===== src/rtl/tdc_measure_ctrl.sv =====
// tdc_measure_ctrl
// Arms on request, times the interval between rising edges of the (already
// synchronized) start and stop events in coarse clock cycles, strobes the
// delay line for its fine code and hands one {coarse, fine, err} result to
// the readout logic over a valid/ready handshake.
module tdc_measure_ctrl #(
  parameter int COARSE_W   = 16,
  parameter int FINE_W     = 6,
  parameter int TIMEOUT    = 1000,
  parameter int VALID_WAIT = 3
) (
  input  logic                clk,
  input  logic                rst,
  input  logic                arm,
  input  logic                start_evt,
  input  logic                stop_evt,
  output logic                dl_sample,
  input  logic                dl_valid,
  input  logic [FINE_W-1:0]   dl_fine,
  output logic                busy,
  output logic                result_valid,
  input  logic                result_ready,
  output logic [COARSE_W-1:0] result_coarse,
  output logic [FINE_W-1:0]   result_fine,
  output logic [1:0]          result_err
);

  // Wait counter only has to reach VALID_WAIT-1.
  localparam int WAIT_W = (VALID_WAIT > 1) ? $clog2(VALID_WAIT) : 1;

  localparam logic [COARSE_W-1:0] COARSE_LAST = COARSE_W'(TIMEOUT - 1);
  localparam logic [COARSE_W-1:0] COARSE_ONE  = COARSE_W'(1);
  localparam logic [WAIT_W-1:0]   WAIT_LAST   = WAIT_W'(VALID_WAIT - 1);
  localparam logic [WAIT_W-1:0]   WAIT_ONE    = WAIT_W'(1);

  localparam logic [1:0] ERR_OK      = 2'b00;
  localparam logic [1:0] ERR_NO_STOP = 2'b01;
  localparam logic [1:0] ERR_NO_FINE = 2'b10;

  typedef enum logic [2:0] {
    S_IDLE       = 3'd0,
    S_WAIT_START = 3'd1,
    S_COUNT      = 3'd2,
    S_SAMPLE     = 3'd3,
    S_WAIT_VALID = 3'd4,
    S_RESULT     = 3'd5
  } state_t;

  state_t state_q, state_d;

  logic                start_prev_q, start_prev_d;
  logic                stop_prev_q, stop_prev_d;
  logic                start_edge, stop_edge;

  logic [COARSE_W-1:0] coarse_q, coarse_d;
  logic [WAIT_W-1:0]   wait_q, wait_d;

  logic [COARSE_W-1:0] res_coarse_q, res_coarse_d;
  logic [FINE_W-1:0]   res_fine_q, res_fine_d;
  logic [1:0]          res_err_q, res_err_d;

  // Event history follows the lines in every state; the reset value of 1
  // keeps a line that is already high at reset release from being an edge.
  always_comb begin
    start_prev_d = start_evt;
    stop_prev_d  = stop_evt;
    start_edge   = start_evt & ~start_prev_q;
    stop_edge    = stop_evt & ~stop_prev_q;
  end

  // Sequencer: next state, coarse/wait counters and result capture.
  always_comb begin
    state_d      = state_q;
    coarse_d     = coarse_q;
    wait_d       = wait_q;
    res_coarse_d = res_coarse_q;
    res_fine_d   = res_fine_q;
    res_err_d    = res_err_q;

    case (state_q)
      S_IDLE: begin
        // Previous result stays visible on the outputs while idle.
        if (arm) begin
          state_d = S_WAIT_START;
        end
      end

      S_WAIT_START: begin
        // Stop edges are meaningless before the interval has begun.
        if (start_edge) begin
          state_d  = S_COUNT;
          coarse_d = '0;
        end
      end

      S_COUNT: begin
        // A stop edge takes priority over the timeout in the same cycle.
        if (stop_edge) begin
          state_d = S_SAMPLE;
        end else if (coarse_q == COARSE_LAST) begin
          state_d      = S_RESULT;
          res_coarse_d = coarse_q;
          res_fine_d   = '0;
          res_err_d    = ERR_NO_STOP;
        end else begin
          coarse_d = coarse_q + COARSE_ONE;
        end
      end

      S_SAMPLE: begin
        // dl_sample is decoded from this state; one cycle only.
        state_d = S_WAIT_VALID;
        wait_d  = '0;
      end

      S_WAIT_VALID: begin
        if (dl_valid) begin
          state_d      = S_RESULT;
          res_coarse_d = coarse_q;
          res_fine_d   = dl_fine;
          res_err_d    = ERR_OK;
        end else if (wait_q == WAIT_LAST) begin
          state_d      = S_RESULT;
          res_coarse_d = coarse_q;
          res_fine_d   = '0;
          res_err_d    = ERR_NO_FINE;
        end else begin
          wait_d = wait_q + WAIT_ONE;
        end
      end

      S_RESULT: begin
        // result_valid is high throughout this state, so ready alone closes it.
        if (result_ready) begin
          state_d = S_IDLE;
        end
      end

      default: begin
        state_d = S_IDLE;
      end
    endcase
  end

  // State, counters, edge history and result registers.
  always_ff @(posedge clk) begin
    if (rst) begin
      state_q      <= S_IDLE;
      start_prev_q <= 1'b1;
      stop_prev_q  <= 1'b1;
      coarse_q     <= '0;
      wait_q       <= '0;
      res_coarse_q <= '0;
      res_fine_q   <= '0;
      res_err_q    <= ERR_OK;
    end else begin
      state_q      <= state_d;
      start_prev_q <= start_prev_d;
      stop_prev_q  <= stop_prev_d;
      coarse_q     <= coarse_d;
      wait_q       <= wait_d;
      res_coarse_q <= res_coarse_d;
      res_fine_q   <= res_fine_d;
      res_err_q    <= res_err_d;
    end
  end

  // Status outputs are Moore decodes; result fields come straight from flops.
  always_comb begin
    dl_sample     = (state_q == S_SAMPLE);
    busy          = (state_q != S_IDLE);
    result_valid  = (state_q == S_RESULT);
    result_coarse = res_coarse_q;
    result_fine   = res_fine_q;
    result_err    = res_err_q;
  end

endmodule


===== config.mk =====
export PLATFORM = sky130hd
export DESIGN_NAME = tdc_measure_ctrl
export DESIGN_NICKNAME = d
export VERILOG_FILES = /design/src/rtl/tdc_measure_ctrl.sv
export SDC_FILE = /design/constraint.sdc
export NUM_CORES = 1
export LEC_CHECK = 0
export BUFFER_PORTS_ARGS = -buffer_cell sky130_fd_sc_hd__buf_2
export CAP_MARGIN = 20
export CORE_ASPECT_RATIO = 1.25
export CORE_MARGIN = 5
export CORE_UTILIZATION = 35
export CTS_BUF_LIST = sky130_fd_sc_hd__clkbuf_16
export CTS_CLUSTER_SIZE = 28
export DETAILED_ROUTE_END_ITERATION = 16
export PLACE_DENSITY = 0.56
export SETUP_SLACK_MARGIN = 0.3
export SLEW_MARGIN = 20
export SYNTH_ARGS = -nofsm -noshare
export SYNTH_HDL_FRONTEND = slang
export SYNTH_SLANG_ARGS = --single-unit

===== constraint.sdc =====
create_clock -name clk -period 2.05 [get_ports clk]
set_input_delay 0 -clock clk [delete_from_list [all_inputs] [get_ports clk]]
set_output_delay 0 -clock clk [all_outputs]
set_load 0.005 [all_outputs]

* After elaboration in Yosys (flattened, before gate mapping)
Cells that the tools add are included.
Cells by class: add/sub/neg operators 2, equality and inequality tests 17, multiplexer cells 30, bitwise logic cells 4, reductions and logical operators 9
Operators by type and width (number):
- 16-bit two-way mux | 7
- 16-bit one-hot mux with 2 select lines | 2
- 6-bit two-way mux | 4
- 3-bit two-way mux | 7
- 3-bit one-hot mux with 6 select lines | 1
- 16-bit by 1-bit adder with 16-bit output (second input constant) | 1
- 16-bit by 10-bit == test with 1-bit output (second input constant) | 1
- 2-bit != test (second input constant) | 7
- 2-bit two-way mux | 6
- 6-bit one-hot mux with 2 select lines | 1
- 2-bit one-hot mux with 2 select lines | 2
- 4-bit AND reduction | 2
- 3-bit by 2-bit == test with 1-bit output (second input constant) | 2
- 3-bit == test (second input constant) | 2
- 3-bit != test (second input constant) | 2
- 2-bit nonzero test | 3
- 5-bit AND reduction | 1
- 3-bit by 1-bit == test with 1-bit output (second input constant) | 1
- 3-bit zero test | 1
- 3-bit AND reduction | 1
- 3-bit nonzero test | 1
- 2-bit by 1-bit adder with 2-bit output (second input constant) | 1
- 1-bit AND | 2
- 2-bit == test (second input constant) | 1
- other kinds (2) | 3
Word-level totals: register bits 47, output and inout port bits 27

* Depth between registers and ports, before layout
Gate-level depths: netlist of run 1.
word-level depth 4, depth in mapped cells 8

* Least setup slack after synthesis of run 1
No wires, ideal clock.
path kind reg2reg, start register coarse_q[10], end register coarse_q[4], library setup time 0.122 ns, arrival time 1.807 ns, data required time 1.928 ns, path slack 0.121 ns, stages on the path, launching flop included 7, buffers on the path 1, clock period less this slack 1.929 ns, cell sequence dfxtp_1 -> or4_4 -> nor4_4 -> buf_6 -> nor2_4 -> and3_1 -> a221o_1
Between the ends: longest elaborated chain between the ends 3
RTL lines:
- start: declaration | RTL line 55 | logic [COARSE_W-1:0] coarse_q, coarse_d;
- start signal: assignment | RTL line 160 | coarse_q <= coarse_d;
- 16-bit by 10-bit == test with 1-bit output | RTL line 100 | end else if (coarse_q == COARSE_LAST) begin
- 2-bit != test (no line)
- 4-bit AND reduction (no line)
Every way passes these cells. A chain may end at the register's enable or synchronous reset.

* Worst setup path after layout of run 1
start register coarse_q[12], end register res_coarse_q[8], in the netlist result_coarse[8]
Between the ends: longest elaborated chain between the ends 3
RTL lines:
- 16-bit by 10-bit == test with 1-bit output | RTL line 100
- 2-bit != test (no line)
- 4-bit AND reduction (no line)
- end signal: assignment | RTL line 162 | res_coarse_q <= res_coarse_d;
- end: declaration | RTL line 58 | logic [COARSE_W-1:0] res_coarse_q, res_coarse_d;
Every way passes these cells.

==> key figures, run 1 <==
STA
  • Worst slew margin relative to its limit: 50.7%
  • Slew Limit Fails: 0
  • Worst Tran Pin Value: 740 ps
  • Final hold vios: 0
  • Final hold slack: 35.0 ps
  • Maximum achievable frequency: 505 MHz
  • Post-layout min period: 1980 ps
  • Setup repair after global routing missed its margin: yes
  • Final setup violating endpoints: 0
  • Final critical-path share of the clock period: 96.6%
  • Worst Clk Skew: 3.15 ps

Clock tree
  • Clk_lat worst skew: 290 ps
  • Clock tree root buffer cell: clkbuf_16
  • Worst-path clk slew: 60 ps
  • Number of levels the H-tree was split into: 2
  • Number of buffers between clock root and the deepest sink: 2
  • CTS tree: done
  • Number of clock sinks seen by CTS: 47
  • Number of buffers created by CTS: 5

GRT
  • Largest net degree at the start of global routing: 25
  • Wire length of the first global-routing pass: 10,200 µm
  • Via count of the first global-routing pass: 2,089
  • Remaining global-route overflow: 0
  • Antenna violations before repair: 0
  • Global router's overall resource usage: 16.1%

Floorplanning
  • Starting Density: 36.0%
  • IO Pins: 40
  • X dimension of the die: 81.4 µm
  • Die area: 8080 µm²
  • Area inside the core boundary: 6210 µm²
  • Site row count: 32
  • Die height: 99.3 µm

Logic synthesis
  • Fraction of the mapped netlist area in adder cells: 1.12%
  • Xor/xnor share of the synthesized area: 0%
  • Post-synthesis instance total: 268
  • Avg Inst Size Synth: 8.33 µm²
  • Warning count from the yosys run: 0
  • Netlist cell types: 51
  • Sequential element share of the synthesized area: 42.2%
  • Number of nets in the synthesized netlist: 283
  • Post-synthesis share of cell area spent on and, or, nand and nor gates: 28.4%
  • Most used flip-flop cell after synthesis: dfxtp_1
  • Proportion of synthesized flip-flops having asynchronous set or reset: 0%
  • Main combinational cell family by area after synthesis: simple AND/OR/NAND/NOR gates
  • Post-synthesis mux area share: 0.504%
  • Synth Area in Compound Gates: 22.4%
  • Post-synth design cell area: 2230 µm²
  • Flops & latches, synth: 47
  • Number of enable flip-flop cells after synthesis: 0

Critical path
  • Category of the most critical setup path: reg -> reg
  • R2r worst-path depth: 7
  • Crit-path cells: or4b_4 -> nor4_4 -> buf_4 -> a21oi_4 -> buf_2 -> o21ai_0 -> a21oi_1
  • Startpoint of the most critical register-to-register path: coarse_q[12]
  • Max incr delay on CP: 540 ps
  • Category of the worst setup path capture point: register
  • Signal arrival time at the worst endpoint: 2150 ps
  • Startpoint kind of the worst setup timing path: register
  • End of the worst register-to-register path: result_coarse[8]
  • Worst EP required: 2220 ps
  • Reg2reg setup slack: 70 ps
  • Worst Path Max Fanout: 4
  • Crit path max-delay cell type: or4b_4

Finish
  • Antenna diode count: 0
  • Fraction of layout instances using a drive strength above 1: 34.5%
  • Post-layout nets: 356
  • Non-filler instance count after layout: 427
  • Cell area after layout: 3070 µm²
  • Area grow syn2layout: 37.6%

Place
  • Placed wire-length estimate after detailed placement: 4360 µm
  • Buffers added on ports: 39
  • Placement Cell Area: 2650 µm²
  • RD Place Congestion: 0.914
  • Cell Count Post-Placement: 403

Detailed routing
  • Number of search-and-repair iterations in the first detailed-routing pass: 4
  • Per-cell routed wire length: 15.2 µm
  • Count of routing violations after the opening detailed-route iteration: 225
  • Total wire length after detailed routing: 6500 µm
  • Vias/cell: 5.22
  • DRC violation count after routing: 0
  • Number of nets with antenna violations after routing: 0
  • Total via count in the routed design: 2,231

Worst hold path
  • Hold Path Cell Cnt: 4
  • Worst Hold Endpoint: state_q[2]
  • Path class of the lowest-slack min-delay path: in -> reg
  • Beginning of the worst hold path: result_ready

Run
  • Number of max-cap violations: 0

Status
  • Result of the run: complete, no violations

Power
  • Power per standard cell area: 795 nW/µm²
  • Leakage: 1.20 nW
  • Worst ir drop on vdd: 0.383 mV
-- synth_stat cells, drive strengths merged, types with 3 or more instances --
cell	count	area share (%)
a21o	3	1.1
a21oi	36	8.2
a22o	6	2.4
a311oi	3	1.2
a31oi	3	0.84
buf	7	2.5
clkbuf	10	2.2
dfxtp	47	42
inv	4	0.67
nand2	17	3.0
nand3	27	6.1
nand3b	6	2.0
nor2	21	3.9
nor3	10	2.5
nor3b	6	2.2
nor4	3	1.5
o21ai	26	5.8
or2	3	0.84
or3	5	1.4
-- placed cells by master (no fill, tap or decap), types with 3 or more instances in the layout --
cell type	count
a21oi_2	5
o21ai_1	10
nor3_1	8
buf_6	7
or2_2	3
nor2_1	20
dfxtp_2	5
nand3b_1	6
nand2_1	16
o21ai_0	13
inv_1	4
nand3_1	27
o21ai_2	3
dfxtp_1	42
a311oi_1	3
nor3b_1	4
buf_2	40
a22o_1	6
a21oi_1	29
clkbuf_16	5
dlygate4sd3_1	8
buf_4	28
or3_1	5
a31oi_1	3
-- what timing repair did --
action / CTS / global route
endpoints found under the hold margin: 8 / 0
cloned: 0 / 2
endpoints found under the setup margin: 39 / 43
pin swaps: 7 / 16
resized for setup: 19 / 24
buffers inserted: 6 / 0
hold buffers: 8 / 0
-- logic make-up after synthesis --
group                    Yosys count
multiplexers                       1
adder cells (fa/ha/maj)            2
flip-flops                        47
AO/OA/AOI/OAI                     85
buffers and inverters             21
AND/OR/NAND/NOR                  112
-- stage by stage --
stage | power [mW] | setup TNS, ps | worst slack [ps] | util (%)
after global placement | 1.45 | 0 | 96.4 | 42.7
after detailed placement | 1.45 | 0 | 56.9 | 42.7
after global routing | 2.55 | -1.60 | -1.60 | 49.5
final | 2.44 | 0 | 69.6 | 49.5
after floorplan | 1.28 | 0 | 131 | -
after CTS | 2.42 | 0 | 100 | 48.2
-- critical path, delay by kind of cell, from the launching register on --
kind | cells | cell delay [ps]
compound gates | 3 | 310
buf+inv | 2 | 340
flops | 1 | 320
simple gates | 2 | 890
-- routing by layer --
layer	GRT usage, %	wire length, µm	part of all wire [%]	vias to the layer above
li1	-	-	-	1129
met4	3.90	104	1.6	0
met1	20.4	2720	42	1018
met3	3.17	347	5.3	10
met5	0	0	0	-
met2	27.6	3320	51	74
-- where the power goes --
| group | switching, mW | internal (mW) |
|---|---|---|
| logic | 0.301 | 0.229 |
| clock network | 0.351 | 0.575 |
| registers | 0.0432 | 0.942 |
-- cell type report --
type	count	area (µm²)
Fill cell	597	3140
Multi-Input combinational cell	200	1260
Sequential cell	47	947
Timing Repair Buffer	83	569
Clock buffer	5	125
Tap cell	85	106
Clock inverter	3	42.5
Inverter	4	15.0
-- sequential cells by signal, summed over array words and instances, names as in the netlist --
| register | cells |
|---|---|
| wait_q | 2 |
| result_coarse | 16 |
| result_err | 2 |
| stop_prev_q | 1 |
| state_q | 3 |
| start_prev_q | 1 |
| result_fine | 6 |
| coarse_q | 16 |
-- worst max-delay path by stage --
stage | start | to | slack (ps) | depth (start not counted)
after floorplan | coarse_q[2] | coarse_q[4] | 130 | 7
after global placement | coarse_q[14] | coarse_q[4] | 100 | 6
after detailed placement | coarse_q[14] | coarse_q[4] | 60 | 6
after CTS | coarse_q[11] | coarse_q[4] | 100 | 6
after global routing | coarse_q[12] | result_coarse[8] | -2 | 7
final | coarse_q[12] | result_coarse[8] | 70 | 7
Note: power is estimated with default switching activity, not from simulation.
==> run 2: changes to the inputs <==
- CORE_MARGIN: 5 -> 1
- CORE_UTILIZATION: 35 -> 50
- PLACE_DENSITY: 0.56 -> 0.76
==> run 2 against run 1 <==
  * Via count grew 3.9%
  * Sequential cell count is the same
  * First-iteration DRC count shrank 1.3%
  * Sequential share of layout area grew 1.1 points
  * Clock power grew 2.3%
  * Sequential power shrank 0.6%
  * Register-to-register slack lost 40 ps
  * Power is essentially flat
  * Combinational power shrank 3%
  * Global-route usage grew 11 points
  * Final area shrank 3.5%
  * Clock skew grew 2.9 ps
  * Critical endpoint is now coarse_q[4]
  * Largest cell class unchanged
==> key figures, run 2 (synthesized netlist as in run 1, its figures left out) <==
STA
  • Worst slew margin relative to its limit: 58.1%
  • Maximum achievable frequency: 495 MHz
  • Worst Clk Skew: 6.07 ps
  • Slew Limit Fails: 0
  • Setup repair after global routing missed its margin: yes
  • Final hold vios: 0
  • Final setup violating endpoints: 0
  • Final worst slack: 30.0 ps
  • Worst Tran Pin Value: 627 ps
  • Post-layout min period: 2020 ps
  • Final critical-path share of the clock period: 98.5%

Finish
  • Most frequent standard cell in the layout excluding fill and tap cells: dfxtp_1
  • Finished Core Util: 70.6%
  • Non-filler instance count after layout: 392
  • Area grow syn2layout: 32.8%
  • Antenna diode count: 0
  • Commonest cells after routing, fill and taps aside: 42 x dfxtp_1, 39 x buf_2, 32 x a21oi_1, 27 x nand3_1, 27 x buf_4
  • Post-layout nets: 350
  • Fraction of layout instances using a drive strength above 1: 31.8%

Detailed routing
  • Number of search-and-repair iterations in the first detailed-routing pass: 4
  • Count of routing violations after the opening detailed-route iteration: 222
  • Total via count in the routed design: 2,318
  • Per-cell routed wire length: 16.1 µm
  • Number of nets with antenna violations after routing: 0
  • Vias/cell: 5.91
  • DRC violation count after routing: 0
  • Total wire length after detailed routing: 6300 µm

Power
  • Leakage: 1.17 nW
  • Worst ir drop on vdd: 0.475 mV
  • Power per standard cell area: 823 nW/µm²
  • Design Power: 2.44 mW

Worst hold path
  • Path class of the lowest-slack min-delay path: in -> reg

Critical path
  • Startpoint kind of the worst setup timing path: register
  • Category of the most critical setup path: reg -> reg
  • Worst EP required: 2230 ps
  • Signal arrival time at the worst endpoint: 2200 ps
  • Worst Path Max Fanout: 4
  • Category of the worst setup path capture point: register

GRT
  • Wire length of the first global-routing pass: 9820 µm
  • Global router's overall resource usage: 27.4%
  • Remaining global-route overflow: 0
  • Via count of the first global-routing pass: 2,134
  • Largest net degree at the start of global routing: 27
  • Antenna violations before repair: 0

Floorplanning
  • Starting Density: 53.2%
  • IO Pins: 40
  • Die height: 76.7 µm
  • Site row count: 26
  • Die area: 4740 µm²
  • X dimension of the die: 61.8 µm
  • Area inside the core boundary: 4200 µm²

Clock tree
  • Number of levels the H-tree was split into: 2
  • Number of buffers created by CTS: 5
  • Number of buffers between clock root and the deepest sink: 2
  • Worst-path clk slew: 70 ps
  • Clock tree root buffer cell: clkbuf_16
  • Clk_lat worst skew: 290 ps
  • Number of clock sinks seen by CTS: 47
  • CTS tree: done

Place
  • RD Place Congestion: 0.963
  • Buffers added on ports: 39
  • Worst slack after detailed placement: 40.6 ps
  • Cell Count Post-Placement: 370
  • Placed wire-length estimate after detailed placement: 4040 µm

Status
  • Result of the run: complete, no violations

Run
  • Number of max-cap violations: 0
==> run 2: cell count changes in the layout (fill, tap and decap cells not counted), moves of 2 or more <==
cell     previous run  this run
buf_6               7         3
o21ai_0            13        17
a21oi_1            29        32
o21ai_1            10         7
a21oi_2             5         3
==> run 2: metrics by stage <==
step / instance area [µm²] / setup TNS [ps] / hold slack, ps
after floorplan: 2250 / 0 / 107
after global placement: 2580 / 0 / 200
after detailed placement: 2580 / 0 / 202
after CTS: 2920 / 0 / 40.0
after global routing: 2960 / -347 / 52.8
final: 2960 / 0 / 30.1
==> run 2: power breakdown <==
part | total [mW] | internal (mW) | leakage, nW | switching [mW]
combinational | 0.513 | 0.217 | 0.708 | 0.296
clock | 0.948 | 0.580 | 0.0804 | 0.368
sequential | 0.979 | 0.942 | 0.382 | 0.0368
total | 2.44 | 1.74 | 1.17 | 0.701
==> run 2: worst paths after layout <==
path                                         from                 to  slack (ps)  cells after the start
worst max register to register       coarse_q[12]        coarse_q[4]          30                      6
worst max-delay path                 coarse_q[12]        coarse_q[4]          30                      6
worst min register to register  result_coarse[13]  result_coarse[13]         470                      2
worst min-delay path                 result_ready         state_q[2]          30                      4
==> run 2: worst max-delay path, cell delays in order (launching register included) <==
cell and delay [ps]:
dfxtp_2 330, or4b_4 550, nor4_4 390, buf_4 200
nor2_4 40, and3_1 150, a221o_1 250
==> run 2: cell type report <==
type                            instances  area, µm²
Timing Repair Buffer                   77        512
Tap cell                               56       70.1
Fill cell                             329       1230
Clock inverter                          3       46.3
Multi-Input combinational cell        200       1250
Sequential cell                        47        947
Inverter                                4       15.0
Clock buffer                            5        125
==> run 2: metal layers <==
metal  vias to the layer above  track usage, %  wire length [µm]
met5                         -               0                 0
met4                         0            12.9               129
met3                        17            7.42               367
met2                        98            44.7              3240
met1                      1094            32.2              2550
li1                       1109               -                 -
==> run 2: repair_timing <==
action / CTS / global route
pin swaps: 15 / 5
hold endpoints to repair: 8 / 0
endpoints found under the setup margin: 39 / 42
hold buffers: 8 / 0
resized for setup: 14 / 15
setup buffers: 5 / 1
==> run 3: changes to the inputs <==
- CORE_ASPECT_RATIO: 1.25 -> not set
==> run 3 against run 2 <==
  * Non-clock buffer count increased by 4
  * Final area is 2.3% higher
  * Worst hold slack worse by 4.6 ps
  * Clock skew fell by 0.85 ps
  * Power increased by 1.1%
  * Sequential power fell by 0.9%
  * Via count decreased by 0.82%
  * Core utilization is 2.6 points higher
==> key figures, run 3 (synthesized netlist as in run 1, its figures left out) <==
Status
  • Result of the run: complete, no violations

Place
  • Worst slack after detailed placement: 82.6 ps
  • Placed wire-length estimate after detailed placement: 3910 µm
  • Buffers added on ports: 39
  • RD Place Congestion: 0.947

Finish
  • Antenna diode count: 0
  • Commonest cells after routing, fill and taps aside: 44 x dfxtp_1, 39 x buf_2, 30 x a21oi_1, 27 x nand3_1, 27 x buf_4
  • Sequential cell area: 945 µm²
  • Area grow syn2layout: 35.9%
  • Most frequent standard cell in the layout excluding fill and tap cells: dfxtp_1
  • Area of the multi-input gates: 1260 µm²
  • Fraction of layout instances using a drive strength above 1: 32.9%
  • Total of fill cells in the finished design: 320
  • Post-layout nets: 354

Critical path
  • Category of the worst setup path capture point: register
  • Startpoint kind of the worst setup timing path: register
  • Worst EP required: 2230 ps
  • Signal arrival time at the worst endpoint: 2180 ps
  • Category of the most critical setup path: reg -> reg
  • Worst Path Max Fanout: 5

Clock tree
  • Clock tree root buffer cell: clkbuf_16
  • Number of buffers between clock root and the deepest sink: 2
  • Worst-path clk slew: 60 ps
  • Clk_lat worst skew: 290 ps
  • Number of clock sinks seen by CTS: 47
  • CTS tree: done
  • Number of buffers created by CTS: 5
  • Number of levels the H-tree was split into: 2

GRT
  • Antenna violations before repair: 0
  • Via count of the first global-routing pass: 1,974
  • Remaining global-route overflow: 0
  • Global router's overall resource usage: 26.6%
  • Wire length of the first global-routing pass: 9180 µm
  • Largest net degree at the start of global routing: 31

Floorplanning
  • Die height: 68.8 µm
  • Die area: 4740 µm²
  • Site row count: 23
  • Starting Density: 53.9%
  • Area inside the core boundary: 4140 µm²
  • X dimension of the die: 68.8 µm
  • IO Pins: 40

STA
  • Final setup violating endpoints: 0
  • Final critical-path share of the clock period: 97.4%
  • Post-layout min period: 2000 ps
  • Final hold vios: 0
  • Final hold slack: 25.5 ps
  • Worst slew margin relative to its limit: 70.1%
  • Final worst slack: 53.2 ps
  • Worst Tran Pin Value: 445 ps
  • Worst Clk Skew: 5.22 ps
  • Maximum achievable frequency: 501 MHz
  • Slew Limit Fails: 0
  • Setup repair after global routing missed its margin: yes

Power
  • Power per standard cell area: 814 nW/µm²
  • Leakage: 1.21 nW
  • Worst ir drop on vdd: 0.500 mV

Detailed routing
  • Per-cell routed wire length: 15.2 µm
  • Number of search-and-repair iterations in the first detailed-routing pass: 5
  • Total via count in the routed design: 2,299
  • Number of nets with antenna violations after routing: 0
  • Vias/cell: 5.89
  • Count of routing violations after the opening detailed-route iteration: 278
  • Total wire length after detailed routing: 5920 µm
  • DRC violation count after routing: 0

Worst hold path
  • Path class of the lowest-slack min-delay path: in -> reg

Run
  • Number of max-cap violations: 0
-- run 3: path summary, 6_finish.rpt --
kind	start	endpoint	slack, ps	cells after the start
setup / recovery	coarse_q[10]	coarse_q[4]	50	6
hold / removal	result_ready	state_q[2]	30	4
setup reg to reg	coarse_q[10]	coarse_q[4]	50	6
hold reg to reg	result_coarse[2]	result_coarse[2]	470	2
-- run 3: critical path, cell delays in order (launching register included) --
cell and delay [ps]:
dfxtp_2 320, or4_4 540, nor4_4 370, buf_4 210, nor2_4 60, and3_4 150, a221o_1 250
-- run 3: where the power goes --
group | switching [mW] | internal [mW] | leakage [nW] | total [mW]
Combinational | 0.306 | 0.249 | 0.741 | 0.555
Sequential | 0.0282 | 0.942 | 0.381 | 0.970
Clock | 0.360 | 0.582 | 0.0844 | 0.942
-- run 3: final cells by class --
cell class | count | area share [%]
Clock inverter | 3 | 1.57
Clock buffer | 5 | 4.13
Multi-Input combinational cell | 200 | 41.4
Timing Repair Buffer | 81 | 19.2
Sequential cell | 47 | 31.1
Tap cell | 50 | 2.06
Inverter | 4 | 0.495
-- run 3: timing repair --
action                                  CTS  global route
setup buffers                             5             2
pin swaps                                 7             3
cloned                                    1             0
hold buffers                              8             0
hold endpoints to repair                  8             0
endpoints found under the setup margin   40            41
gates resized for setup                  10            15
-- run 3: through the flow --
stage / setup TNS (ps) / util, % / instance area [µm²] / std cells / power [mW]
final: 0 / 73.2 / 3030 / 390 / 2.47
after global routing: -209 / 73.2 / 3030 / 390 / 2.58
after CTS: 0 / 71.3 / 2950 / 388 / 2.43
after detailed placement: 0 / 62.9 / 2610 / 366 / 1.42
after global placement: 0 / 62.9 / 2610 / 366 / 1.41
after floorplan: 0 / - / 2250 / 268 / 1.28
-- run 3: metal layers --
layer / wire [µm] / vias up / GRT usage [%]
li1: - / 1119 / -
met1: 2470 / 1059 / 33.4
met2: 2940 / 109 / 43.3
met3: 420 / 12 / 6.25
met4: 87 / 0 / 11.2
met5: 0 / - / 0
